[config.mk]
export PLATFORM = sky130hd
export DESIGN_NAME = inst_fetch_flat
export DESIGN_NICKNAME = d
export VERILOG_FILES = /design/src/rtl/inst_fetch_if.sv /design/src/rtl/inst_fetch.sv /design/src/flat_wrapper.sv
export SDC_FILE = /design/constraint.sdc
export NUM_CORES = 1
export LEC_CHECK = 0
export ABC_AREA = 0
export CAP_MARGIN = 20
export CORE_MARGIN = 3
export CORE_UTILIZATION = 45
export CTS_CLUSTER_DIAMETER = 200
export DETAILED_ROUTE_END_ITERATION = 16
export PLACE_DENSITY = 0.69
export SYNTH_ARGS = -nofsm -noshare
export SYNTH_HDL_FRONTEND = slang
export SYNTH_SLANG_ARGS = --single-unit
[constraint.sdc]
create_clock -name clk -period 7.7 [get_ports clk]
set_clock_uncertainty 0.2 [all_clocks]
set_input_delay 1.925 -clock clk [delete_from_list [all_inputs] [get_ports clk]]
set_output_delay 1.925 -clock clk [all_outputs]
set_load 0.05 [all_outputs]
[src/rtl/inst_fetch_if.sv]
// Fetch-stage bundle: redirect input, instruction-memory request/response bus and decode-side handshake.
// master = fetch stage, slave = the environment (memory + execute + decode).
interface inst_fetch_if;
    logic        redirect_valid;
    logic [31:0] redirect_pc;
    logic        mem_req_valid;
    logic        mem_req_ready;
    logic [31:0] mem_req_addr;
    logic        mem_rsp_valid;
    logic [31:0] mem_rsp_data;
    logic        out_valid;
    logic        out_ready;
    logic [31:0] out_inst;
    logic [31:0] out_pc;
    logic        out_exc;

    modport master (
        input  redirect_valid, redirect_pc, mem_req_ready, mem_rsp_valid, mem_rsp_data, out_ready,
        output mem_req_valid, mem_req_addr, out_valid, out_inst, out_pc, out_exc
    );

    modport slave (
        output redirect_valid, redirect_pc, mem_req_ready, mem_rsp_valid, mem_rsp_data, out_ready,
        input  mem_req_valid, mem_req_addr, out_valid, out_inst, out_pc, out_exc
    );
endinterface

[src/rtl/inst_fetch.sv]
// Instruction fetch: PC, credit-limited word requests, in-order response buffer, redirect flush.
// Optional IFETCH_MISALIGN_EXC_EN turns a misaligned redirect into a single exception entry.
module inst_fetch #(
    parameter logic [31:0] RESET_PC   = 32'h0000_0000,
    parameter int          FIFO_DEPTH = 2
) (
    input logic          clk,
    input logic          rst,
    inst_fetch_if.master bus
);
    localparam int PW = (FIFO_DEPTH > 1) ? $clog2(FIFO_DEPTH) : 1;
    localparam int CW = $clog2(FIFO_DEPTH + 1);

    logic          run;
    logic [31:0]   pc;
    logic [31:0]   stale_pc;
    logic          stale;
    logic [CW-1:0] in_flight;
    logic [CW-1:0] in_flight_next;
    logic [CW-1:0] drop_cnt;
    logic [CW-1:0] fcount;
    logic [PW-1:0] qwr, qrd, fwr, frd;
    logic [31:0]   qpc   [FIFO_DEPTH];
    logic [31:0]   finst [FIFO_DEPTH];
    logic [31:0]   fpc   [FIFO_DEPTH];

    logic          halted;
    logic          exc_ent;
    logic [31:0]   exc_pc;
    logic          credit, req_valid, accept, rsp, drop_now, push, pop;
    logic [31:0]   req_addr, target;

    function automatic logic [PW-1:0] nxt(input logic [PW-1:0] p);
        return (p == PW'(FIFO_DEPTH - 1)) ? '0 : p + PW'(1);
    endfunction

    // Every slot is either in flight or buffered, so a response never finds the buffer full.
    assign credit    = ({1'b0, in_flight} + {1'b0, fcount}) < (CW+1)'(FIFO_DEPTH);
    assign req_valid = run & credit & (~halted | stale);
    assign req_addr  = {pc[31:2], 2'b00};
    assign target    = {bus.redirect_pc[31:2], 2'b00};
    assign accept    = req_valid & bus.mem_req_ready;
    assign rsp       = bus.mem_rsp_valid;
    assign drop_now  = rsp & (drop_cnt != '0);
    assign push      = rsp & (drop_cnt == '0) & ~bus.redirect_valid;
    assign pop       = bus.out_ready & (fcount != '0);

    assign in_flight_next = in_flight + CW'(accept) - CW'(rsp);

    assign bus.mem_req_valid = req_valid;
    assign bus.mem_req_addr  = req_addr;
    assign bus.out_valid     = exc_ent | (fcount != '0);
    assign bus.out_inst      = (fcount != '0) ? finst[frd] : 32'h0;
    assign bus.out_pc        = exc_ent ? exc_pc : ((fcount != '0) ? fpc[frd] : 32'h0);
    assign bus.out_exc       = exc_ent;

    // A request still waiting for ready at a redirect must keep its address, so the new
    // target is parked in stale_pc and the held request is dropped once it is accepted.
    always_ff @(posedge clk) begin
        if (rst) begin
            run       <= 1'b0;
            pc        <= RESET_PC;
            stale     <= 1'b0;
            stale_pc  <= '0;
            in_flight <= '0;
            drop_cnt  <= '0;
            fcount    <= '0;
            qwr       <= '0;
            qrd       <= '0;
            fwr       <= '0;
            frd       <= '0;
        end else begin
            run       <= 1'b1;
            in_flight <= in_flight_next;
            if (accept) qwr <= nxt(qwr);
            if (rsp)    qrd <= nxt(qrd);
            if (bus.redirect_valid) begin
                drop_cnt <= in_flight_next;
                fcount   <= '0;
                fwr      <= '0;
                frd      <= '0;
                if (req_valid && !bus.mem_req_ready) begin
                    stale    <= 1'b1;
                    stale_pc <= target;
                end else begin
                    stale <= 1'b0;
                    pc    <= target;
                end
            end else begin
                drop_cnt <= drop_cnt + CW'(accept & stale) - CW'(drop_now);
                fcount   <= fcount + CW'(push) - CW'(pop);
                if (push) fwr <= nxt(fwr);
                if (pop)  frd <= nxt(frd);
                if (accept) begin
                    if (stale) begin
                        pc    <= stale_pc;
                        stale <= 1'b0;
                    end else begin
                        pc <= pc + 32'd4;
                    end
                end
            end
        end
    end

    always_ff @(posedge clk) begin
        if (accept) qpc[qwr] <= req_addr;
        if (push) begin
            finst[fwr] <= bus.mem_rsp_data;
            fpc[fwr]   <= qpc[qrd];
        end
    end

`ifdef IFETCH_MISALIGN_EXC_EN
    logic exc_arm;
    logic misalign;

    assign misalign = bus.redirect_pc[1:0] != 2'b00;

    // The exception entry is armed first so the output is empty in the cycle after the redirect.
    always_ff @(posedge clk) begin
        if (rst) begin
            halted  <= 1'b0;
            exc_arm <= 1'b0;
            exc_ent <= 1'b0;
            exc_pc  <= '0;
        end else if (bus.redirect_valid) begin
            halted  <= misalign;
            exc_arm <= misalign;
            exc_ent <= 1'b0;
            exc_pc  <= bus.redirect_pc;
        end else begin
            if (exc_arm) begin
                exc_ent <= 1'b1;
                exc_arm <= 1'b0;
            end else if (exc_ent && bus.out_ready) begin
                exc_ent <= 1'b0;
            end
        end
    end
`else
    logic unused_lo;

    assign unused_lo = ^bus.redirect_pc[1:0];
    assign halted    = 1'b0;
    assign exc_ent   = 1'b0;
    assign exc_pc    = '0;
`endif
endmodule

[src/flat_wrapper.sv]
// flat-port wrapper written by rule: the top's interface ports become plain ports
module inst_fetch_flat 
#(
    parameter logic [31:0] RESET_PC   = 32'h0000_0000,
    parameter int          FIFO_DEPTH = 2
)
  (clk, rst, bus_redirect_valid, bus_redirect_pc, bus_mem_req_ready, bus_mem_rsp_valid, bus_mem_rsp_data, bus_out_ready, bus_mem_req_valid, bus_mem_req_addr, bus_out_valid, bus_out_inst, bus_out_pc, bus_out_exc);
  inst_fetch_if bus_i ();
  input logic clk;
  input logic rst;
  input wire logic [$bits(bus_i.redirect_valid)-1:0] bus_redirect_valid;
  input wire logic [$bits(bus_i.redirect_pc)-1:0] bus_redirect_pc;
  input wire logic [$bits(bus_i.mem_req_ready)-1:0] bus_mem_req_ready;
  input wire logic [$bits(bus_i.mem_rsp_valid)-1:0] bus_mem_rsp_valid;
  input wire logic [$bits(bus_i.mem_rsp_data)-1:0] bus_mem_rsp_data;
  input wire logic [$bits(bus_i.out_ready)-1:0] bus_out_ready;
  output wire logic [$bits(bus_i.mem_req_valid)-1:0] bus_mem_req_valid;
  output wire logic [$bits(bus_i.mem_req_addr)-1:0] bus_mem_req_addr;
  output wire logic [$bits(bus_i.out_valid)-1:0] bus_out_valid;
  output wire logic [$bits(bus_i.out_inst)-1:0] bus_out_inst;
  output wire logic [$bits(bus_i.out_pc)-1:0] bus_out_pc;
  output wire logic [$bits(bus_i.out_exc)-1:0] bus_out_exc;
  assign bus_i.redirect_valid = bus_redirect_valid;
  assign bus_i.redirect_pc = bus_redirect_pc;
  assign bus_i.mem_req_ready = bus_mem_req_ready;
  assign bus_i.mem_rsp_valid = bus_mem_rsp_valid;
  assign bus_i.mem_rsp_data = bus_mem_rsp_data;
  assign bus_i.out_ready = bus_out_ready;
  assign bus_mem_req_valid = bus_i.mem_req_valid;
  assign bus_mem_req_addr = bus_i.mem_req_addr;
  assign bus_out_valid = bus_i.out_valid;
  assign bus_out_inst = bus_i.out_inst;
  assign bus_out_pc = bus_i.out_pc;
  assign bus_out_exc = bus_i.out_exc;
  inst_fetch #(.RESET_PC(RESET_PC), .FIFO_DEPTH(FIFO_DEPTH)) u_core (.clk(clk), .rst(rst), .bus(bus_i));
endmodule
==> impl_metrics.csv, run 1 <==
group,metric,value,unit
setup_path,crit_arrival,3.08,ns
finish,syn_to_final_growth,26.33,%
clocking,cts_tree,"done",
setup_path,slowest_delay,0.81,ns
power,p_clk_share,35.7,%
floorplan,core,23540,um2
clocking,clk_pin_slew_worst_paths,0.06,ns
yosys,ys_seq_area_share,64.92,%
detailed_routing,routedWlPerCell,17.37,um
clocking,clk-insertion-delay-late,0.52,ns
clocking,cts_hold_buf,0,
timing,max_freq,192.3,MHz
global_routing,grt_max_degree,66,
global_routing,overflow,0,
timing,setup_tns,0,ns
yosys,yosysWarnings,0,
timing,tightest_slew,1.005,ns
detailed_routing,vias_per_cell,5.325,
power,netSwitchingPower,0.0009732,W
clocking,clock-root-buffer,"clkbuf_16",
detailed_routing,ant_nets,0,
timing,rsz0062_at_grt,"no",
timing,finalSetupViolCount,0,
yosys,synth_area_per_cell,12.11,um2
flow_run,drv_cap,0,
yosys,ys_async_sr_fraction,0,%
global_routing,gr-max-usage-layer,"met2",
yosys,ys_ff_latch,258,
global_routing,grt_pass1_vias,7140,
power,seq_power_share,47.2,%
clocking,cts_made_buffers,27,
setup_path,critPathBufInv,3,
yosys,synth.top_cell.area_share,51.19,%
yosys,synth_area,10790,um2
power,irDropWorstVdd,0.1144,mV
detailed_routing,dr.pass1.iters,5,
finish,fin_nets,1121,
global_routing,groute.layer.met1.usage,25.41,%
power,power_density,262.8,nW/um2
clocking,post_cts_buffers,0,
place,gp_congestion,0.8950,
setup_path,cp_top_family,"buffers and inverters",
timing,fin_crit,5.200,ns
yosys,synthCells,891,
setup_path,start_kind,"register",
global_routing,met3_usage,3.405,%
power,p_leak,4.469,nW
timing,hold_ws,0.2550,ns
finish,drive_above_1_share,9.501,%
setup_path,path_class,"reg -> out",
timing,hold_viol_final,0,
place,port_buffers,161,
global_routing,grt_antenna_before_repair,0,
floorplan,die_h,160.9,um
finish,final_util,57.91,%
detailed_routing,wl,24000,um
power,p_sw_share,27.16,%
floorplan,initial_core_util,45.84,%
clocking,cts-resized-gates,0,
global_routing,grt_pass1_wl,38100,um
floorplan,die-area,25880,um2
yosys,synth_edf_count,184,
yosys,yosysMostFrequentCell,"edfxtp_1",
detailed_routing,drc_errors,0,
finish,seq_area,7010,um2
clocking,clock_sinks,258,
yosys,ys_top_cells_by_area,"edfxtp_1 (51%), dfxtp_1 (14%), mux2i_1 (6.5%)",
clocking,cts_max_level,1,
hold_path,hp-class,"reg -> reg",
timing,drv_slew,0,
setup_path,crit_slowest_cell,"clkdlybuf4s50_1",
global_routing,grt_use_met2,29.40,%
setup_path,crit_chain,"inv_1 -> nor2_1 -> fa_1 -> or3b_2 -> inv_1 -> clkdlybuf4s50_1",
floorplan,die_x,160.9,um
yosys,synthTopCellsByCount,"edfxtp_1 (184), nand2_1 (115), nor2_1 (84)",
setup_path,end_kind,"output port",
power,fin_total_pwr,0.003583,W
detailed_routing,route.vias.total,7359,
detailed_routing,drt_iter0_drc,634,
clocking,cts_max_path_buffers,3,
global_routing,grt_use_total,18.11,%
power,intPower,0.002610,W
setup_path,critPathMaxFanout,9,
power,p_comb_share,17.1,%
finish,num-fill-cells,1967,
setup_path,crit_top_cell,"inv_1",
setup_path,required,5.58,ns
floorplan,ios,169,
yosys,synth.largest_area_cell,"edfxtp_1",
timing,period_share,67.53,%
finish,multi_input_area,3502,um2
yosys,synth.distinct_cells,59,
finish,antennaDiodeCount,0,
floorplan,rows,56,
place,detailed_place_hpwl,14900,um
yosys,synthFlopType,"edfxtp_1",
run_status,status,"completed",
timing,slew_headroom,31.06,%
## path summary, 6_finish.rpt
path	from	to	slack (ns)	cells past startpoint
hold / removal	u_core.stale_pc[17]	u_core.stale_pc[17]	0.26	2
setup / recovery	u_core.fcount[0]	bus_mem_req_valid	2.50	6
hold reg to reg	u_core.stale_pc[17]	u_core.stale_pc[17]	0.26	2
setup reg to reg	u_core.fcount[0]	u_core.pc[20]	4.06	9
## worst register-to-register path, delay by kind of cell (launching register included)
kind	cells	cell delay (ns)
compound gates	2	0.38
fa+ha+maj	1	0.42
buf+inv	2	0.44
flops	1	0.37
mux	1	0.82
simple gates	3	0.89
## cells by family (layout without fill, tap and decap cells)
group	after synthesis	count (layout)	share of synthesized area, %
AND/OR/NAND/NOR	288	288	12.10
other	1	5	0.03475
flip-flops	258	258	64.92
adder cells (fa/ha/maj)	8	8	0.9970
AO/OA/AOI/OAI	140	140	7.895
multiplexers	100	100	9.622
XOR/XNOR	17	17	1.380
buffers and inverters	79	247	3.049
## power groups by stage
stage / registers (W) / clock network [W] / logic, W
2_1_floorplan: 0.00177 / 0 / 0.000344
3_3_place_gp: 0.00172 / 0 / 0.000605
3_5_place_dp: 0.00172 / 0 / 0.000612
4_1_cts: 0.00169 / 0.00131 / 0.000615
5_1_grt: 0.00170 / 0.00136 / 0.000660
6_report: 0.00169 / 0.00128 / 0.000612
## cell usage in the layout (no fill, tap or decap), types with 3 or more instances in the layout
cell and count:
a31oi_1 6, a21oi_1 50, o31a_1 3, o32ai_1 3
o21a_1 6, dfxtp_1 73, clkdlybuf4s50_1 159, and4_1 4
clkbuf_1 9, inv_1 20, nand2_1 115, xnor2_1 11
mux2_2 30, and3_1 6, o21ai_0 37, xor2_1 6
nor3_1 21, or3_1 3, o211ai_1 10, nand4_1 9
ha_1 7, nand3_1 17, conb_1 5, edfxtp_1 184
clkbuf_16 29, a211oi_1 5, nor2_1 83, buf_4 15
mux2i_1 69, nor4_1 8
## cell type report
class / instances / area share, %
flip-flops and latches: 258 / 51.42
multi-input cells: 558 / 25.69
repair buffers: 178 / 12.88
clock buffers: 40 / 5.772
well taps: 319 / 2.927
clock inverters: 9 / 0.7617
inverters: 20 / 0.5506
## stage by stage
stage | setup WS, ns | cells | area, um2
3_5_place_dp | 2.492 | 1331 | 12700
3_3_place_gp | 2.489 | 1331 | 12700
4_1_cts | 2.471 | 1380 | 13590
5_1_grt | 2.390 | 1382 | 13630
2_1_floorplan | 1.549 | 895 | 10810
6_report | 2.500 | 1382 | 13630
## flip-flops by register name, indices dropped and copies added, names as in the netlist, named ones only
name,cells
u_core.drop_cnt,2
u_core.qrd,1
u_core.qwr,1
u_core.in_flight,2
u_core.finst,64
u_core.fwr,1
u_core.fpc,60
u_core.fcount,2
u_core.qpc,60
u_core.stale_pc,30
u_core.stale,1
u_core.frd,1
u_core.run,1
u_core.pc,30
## metal layers
layer	part of all wire, %	up-vias
met1	44	3514
met5	0	-
li1	-	3542
met3	7.6	39
met4	1.6	0
met2	46	264
Note: power is estimated with default switching activity, not from simulation.
==> run 2: changes to the inputs <==
Settings changed: PLACE_DENSITY 0.69 to 0.71.
Clock period 7.7 ns to 4.55 ns, I/O delays scaled along.
==> run 2 against run 1 <==
  * Hold slack worse by 0.0015 ns
  * Non-clock buffer count is 8 higher
  * Sequential share of layout area is 0.51 points lower
  * Design area is 1.0% higher
  * Sequential power is 70% higher
  * Cell count is 0.51% higher
  * Count of clock-buffer cells in the layout stayed put
  * Worst setup slack worse by 2.4 ns
  * Global-route usage is 0.10 points higher
  * Die area stayed put
  * Largest power group unchanged
==> impl_metrics.csv, run 2 (synthesized netlist as in run 1, its figures left out) <==
group,metric,value,unit
place,port_buffers,161,
global_routing,overflow,0,
flow_run,drv_cap,0,
clocking,clk-insertion-delay-late,0.52,ns
hold_path,hp-class,"reg -> reg",
timing,worst_slack,0.1466,ns
timing,finalSetupViolCount,0,
power,seq_power_share,46.4,%
clocking,clk_pin_slew_worst_paths,0.06,ns
setup_path,critPathMaxFanout,9,
timing,slew_headroom,40.44,%
finish,largest_register_ffs,64,
clocking,cts-resized-gates,0,
setup_path,crit_top_cell,"inv_1",
global_routing,grt_max_degree,63,
finish,most-common-layout-cells,"edfxtp_1 (184), clkdlybuf4s50_1 (160), nand2_1 (115)",
floorplan,die-area,25880,um2
setup_path,path_depth,6,
timing,hold_viol_final,0,
setup_path,crit_end,"bus_mem_req_valid",
setup_path,startpoint,"u_core.fcount[0]",
detailed_routing,routedWlPerCell,17.38,um
finish,antennaDiodeCount,0,
clocking,cts_tree,"done",
power,irDropWorstVdd,0.2386,mV
setup_path,start_kind,"register",
setup_path,crit_chain,"inv_1 -> nor2_1 -> fa_1 -> or3b_2 -> inv_1 -> clkdlybuf4s50_1",
global_routing,grt_antenna_before_repair,0,
timing,tightest_slew,0.8912,ns
power,intPower,0.004525,W
setup_path,ff2ff_path_depth,8,
timing,period_share,96.78,%
detailed_routing,vias_per_cell,5.328,
timing,setup_tns,0,ns
finish,layout_commonest_cell,"edfxtp_1",
power,power_density,448.3,nW/um2
place,gp_congestion,0.9007,
clocking,cts_max_path_buffers,3,
setup_path,r2r_slack,1.27,ns
setup_path,crit_arrival,3.07,ns
clocking,clock_sinks,258,
global_routing,grt_use_total,18.21,%
setup_path,slowest_delay,0.81,ns
finish,fin_nets,1128,
timing,max_freq,227.1,MHz
clocking,cts_max_level,1,
finish,final_cells,1389,
floorplan,rows,56,
setup_path,r2r_end,"u_core.pc[22]",
detailed_routing,dr.pass1.iters,5,
hold_path,hold_start,"u_core.stale_pc[9]",
setup_path,required,3.21,ns
finish,drive_above_1_share,10.37,%
finish,syn_to_final_growth,27.60,%
setup_path,r2r_start,"u_core.fcount[0]",
detailed_routing,drc_errors,0,
detailed_routing,wl,24140,um
floorplan,die_h,160.9,um
power,netSwitchingPower,0.001649,W
timing,hold_ws,0.2535,ns
setup_path,crit_slowest_cell,"clkdlybuf4s50_1",
timing,rsz0062_at_grt,"no",
clocking,cts_made_buffers,26,
clocking,cts_hold_buf,0,
floorplan,ios,169,
clocking,clock-root-buffer,"clkbuf_16",
detailed_routing,route.vias.total,7401,
floorplan,core,23540,um2
setup_path,path_class,"reg -> out",
setup_path,critPathBufInv,3,
setup_path,end_kind,"output port",
place,detailed_place_hpwl,15710,um
clocking,post_cts_buffers,0,
power,p_comb_share,17.2,%
power,p_sw_share,26.71,%
detailed_routing,drt_iter0_drc,587,
power,p_clk_share,36.4,%
floorplan,initial_core_util,45.84,%
global_routing,grt_pass1_wl,38260,um
finish,reg.largest.list,"u_core.finst: 64 flops, u_core.fpc: 60 flops, u_core.qpc: 60 flops",
detailed_routing,ant_nets,0,
run_status,status,"completed",
place,pre_cts_slack,0.6835,ns
place,dp.cells,1340,
setup_path,cp_top_family,"buffers and inverters",
timing,fin_crit,4.403,ns
timing,drv_slew,0,
global_routing,grt_pass1_vias,7131,
power,p_leak,4.544,nW
floorplan,die_x,160.9,um
finish,regMostFlops,"u_core.finst",
[run 2: cell types whose count changed in the layout (fill, tap and decap cells not counted), moves of 3 or more]
cell	before	now
buf_4	15	21
clkbuf_8	2	7
clkbuf_1	9	5
buf_12	0	3
[run 2: per-layer routing]
layer  global-route usage [%]  vias up  part of all wire [%]
met5                        0        -                     0
met4                    5.241        0                   2.3
met3                    3.147       39                   7.8
met2                    29.17      305                    46
met1                    25.74     3499                    44
li1                         -     3558                     -
[run 2: layout make-up]
cell class,count,area [um2]
fill,1911,9771
clock buffer,40,815.8
timing repair buffer,186,1852
clock inverter,8,117.6
inverter,20,75.07
tap,319,399.1
sequential,258,7010
multi-input combinational,558,3502
[run 2: tightest hold or removal path, stage by stage, from the launching register on]
cell     delay (ns)
dfxtp_1        0.31
nand2_1        0.05
a21oi_1        0.05
[run 2: power by group through the flow]
| stage | Sequential (W) | Clock, W | Combinational, W |
|---|---|---|---|
| after floorplan | 0.00299 | 0 | 0.000582 |
| after global placement | 0.00290 | 0 | 0.00105 |
| after detailed placement | 0.00291 | 0 | 0.00106 |
| after CTS | 0.00286 | 0.00229 | 0.00107 |
| after global routing | 0.00289 | 0.00237 | 0.00115 |
| final | 0.00287 | 0.00225 | 0.00106 |
[run 2: worst min-delay path by stage]
stage | end | slack (ns) | cells after the start
after floorplan | u_core.stale_pc[18] | 0.23 | 2
after global placement | u_core.stale_pc[12] | 0.24 | 2
after global routing | u_core.stale_pc[6] | 0.27 | 2
after detailed placement | u_core.stale_pc[18] | 0.25 | 2
after CTS | u_core.stale_pc[18] | 0.25 | 2
final | u_core.stale_pc[9] | 0.25 | 2
[run 2: per-stage QoR]
stage | instance area, um2 | utilization [%] | power [W]
2_1_floorplan | 10810 | - | 0.003571
3_3_place_gp | 12810 | 54.42 | 0.003948
3_5_place_dp | 12810 | 54.42 | 0.003972
4_1_cts | 13740 | 58.38 | 0.006224
5_1_grt | 13770 | 58.50 | 0.006405
6_report | 13770 | 58.50 | 0.006174
==> run 3: changes to the inputs <==
Settings changed: CTS_BUF_LIST set to sky130_fd_sc_hd__clkbuf_16, SKIP_CTS_REPAIR_TIMING set to 1.
==> run 3 against run 2 <==
  * Clock power shrank 6%
  * Sequential power is essentially flat
  * Flip-flop and latch count is the same
  * Largest cell class unchanged
  * First-iteration DRC count grew 3.4%
  * Fmax is essentially flat
  * Combinational power is essentially flat
  * Critical path type unchanged
==> impl_metrics.csv, run 3 (synthesized netlist as in run 1, its figures left out) <==
group,metric,value,unit
run_status,status,"completed",
floorplan,ios,169,
power,seq_power_share,47.4,%
floorplan,die-area,25880,um2
power,intPower,0.004395,W
detailed_routing,route.vias.total,7375,
global_routing,grt_antenna_before_repair,0,
clocking,clock_sinks,258,
global_routing,overflow,0,
global_routing,grt_pass1_wl,38230,um
floorplan,core,23540,um2
setup_path,r2r_end,"u_core.pc[22]",
timing,slew_headroom,40.43,%
floorplan,die_h,160.9,um
setup_path,r2r_start,"u_core.fcount[0]",
finish,reg.largest.list,"u_core.finst: 64 flops, u_core.fpc: 60 flops, u_core.qpc: 60 flops",
timing,period_share,96.74,%
place,pre_cts_slack,0.6835,ns
setup_path,required,3.21,ns
clocking,clk-insertion-delay-late,0.52,ns
finish,layout_commonest_cell,"edfxtp_1",
power,p_sw_share,27.18,%
floorplan,die_x,160.9,um
finish,fin_nets,1128,
detailed_routing,drc_errors,0,
setup_path,crit_arrival,3.06,ns
power,power_density,440.5,nW/um2
finish,fin_area,13700,um2
timing,max_freq,227.2,MHz
setup_path,crit_top_cell,"inv_1",
finish,most-common-layout-cells,"edfxtp_1 (184), clkdlybuf4s50_1 (160), nand2_1 (115)",
setup_path,crit_end,"bus_mem_req_valid",
setup_path,ff2ff_path_depth,8,
setup_path,critPathMaxFanout,9,
place,placed_cell_area,12810,um2
power,p_leak,4.525,nW
setup_path,end_kind,"output port",
finish,regMostFlops,"u_core.finst",
clocking,cts_max_level,1,
detailed_routing,routedWlPerCell,17.31,um
global_routing,grt_pass1_vias,7107,
timing,finalSetupViolCount,0,
setup_path,slowest_delay,0.81,ns
setup_path,startpoint,"u_core.fcount[0]",
detailed_routing,dr.pass1.iters,5,
timing,drv_slew,0,
finish,num-fill-cells,1924,
floorplan,rows,56,
timing,setup_tns,0,ns
power,irDropWorstVdd,0.2383,mV
clocking,cts_max_path_buffers,3,
finish,drive_above_1_share,9.720,%
place,detailed_place_hpwl,15710,um
finish,antennaDiodeCount,0,
setup_path,start_kind,"register",
finish,syn_to_final_growth,26.95,%
setup_path,path_class,"reg -> out",
finish,largest_register_ffs,64,
detailed_routing,ant_nets,0,
global_routing,grt_use_total,18.21,%
floorplan,initial_core_util,45.84,%
timing,hold_viol_final,0,
clocking,cts_made_buffers,26,
power,p_comb_share,17.6,%
place,port_buffers,161,
clocking,clk_pin_slew_worst_paths,0.06,ns
setup_path,crit_chain,"inv_1 -> nor2_1 -> fa_1 -> or3b_2 -> inv_1 -> clkdlybuf4s50_1",
place,gp_congestion,0.9007,
timing,worst_slack,0.1482,ns
hold_path,hp-class,"reg -> reg",
timing,rsz0062_at_grt,"no",
flow_run,drv_cap,0,
global_routing,grt_max_degree,63,
clocking,clock-root-buffer,"clkbuf_16",
timing,tightest_slew,0.8915,ns
setup_path,crit_slowest_cell,"clkdlybuf4s50_1",
clocking,cts_tree,"done",
detailed_routing,vias_per_cell,5.310,
power,netSwitchingPower,0.001640,W
detailed_routing,drt_iter0_drc,607,
detailed_routing,wl,24050,um
setup_path,r2r_slack,1.28,ns
timing,hold_ws,0.2533,ns
power,p_clk_share,35.0,%
timing,fin_crit,4.402,ns
[run 3: per-layer routing]
metal / wire length, um / vias to the layer above / track usage [%]
li1: - / 3559 / -
met1: 10540 / 3452 / 25.88
met2: 10970 / 321 / 29.02
met3: 1985 / 43 / 3.147
met4: 555 / 0 / 5.241
met5: 0 / - / 0
[run 3: how the worst min path moves through the flow]
stage	depth (start not counted)	end	slack, ns	start
after floorplan	2	u_core.stale_pc[18]	0.23	u_core.stale_pc[18]
after global placement	2	u_core.stale_pc[12]	0.24	u_core.stale_pc[12]
after global routing	2	u_core.stale_pc[6]	0.27	u_core.stale_pc[6]
after CTS	2	u_core.stale_pc[18]	0.25	u_core.stale_pc[18]
after detailed placement	2	u_core.stale_pc[18]	0.25	u_core.stale_pc[18]
final	2	u_core.stale_pc[21]	0.25	u_core.stale_pc[21]
[run 3: final cells by class]
type                            instances  area, um2  share of cell area [%]
Sequential cell                       258       7010                   51.16
Timing Repair Buffer                  186       1852                   13.51
Multi-Input combinational cell        558       3502                   25.56
Clock buffer                           28      700.7                   5.114
Tap cell                              319      399.1                   2.913
Inverter                               20      75.07                  0.5479
Clock inverter                         20      162.7                   1.187
[run 3: metrics by stage]
stage / util (%) / cells / total power [W]
floorplan: - / 895 / 0.003571
global placement: 54.42 / 1340 / 0.003948
detailed placement: 54.42 / 1340 / 0.003972
CTS: 58.08 / 1388 / 0.006091
global route: 58.20 / 1389 / 0.006274
finish: 58.20 / 1389 / 0.006035
[run 3: worst max-delay path: cells and delay by family, from the launching register on]
kind | cells | cell delay [ns]
flops | 1 | 0.37
buf+inv | 3 | 1.01
fa+ha+maj | 1 | 0.42
simple gates | 2 | 0.75
[run 3: power by group through the flow]
stage / registers, W / logic [W] / clock network (W)
2_1_floorplan: 0.00299 / 0.000582 / 0
3_3_place_gp: 0.00290 / 0.00105 / 0
3_5_place_dp: 0.00291 / 0.00106 / 0
4_1_cts: 0.00286 / 0.00107 / 0.00216
5_1_grt: 0.00289 / 0.00115 / 0.00224
6_report: 0.00286 / 0.00106 / 0.00211
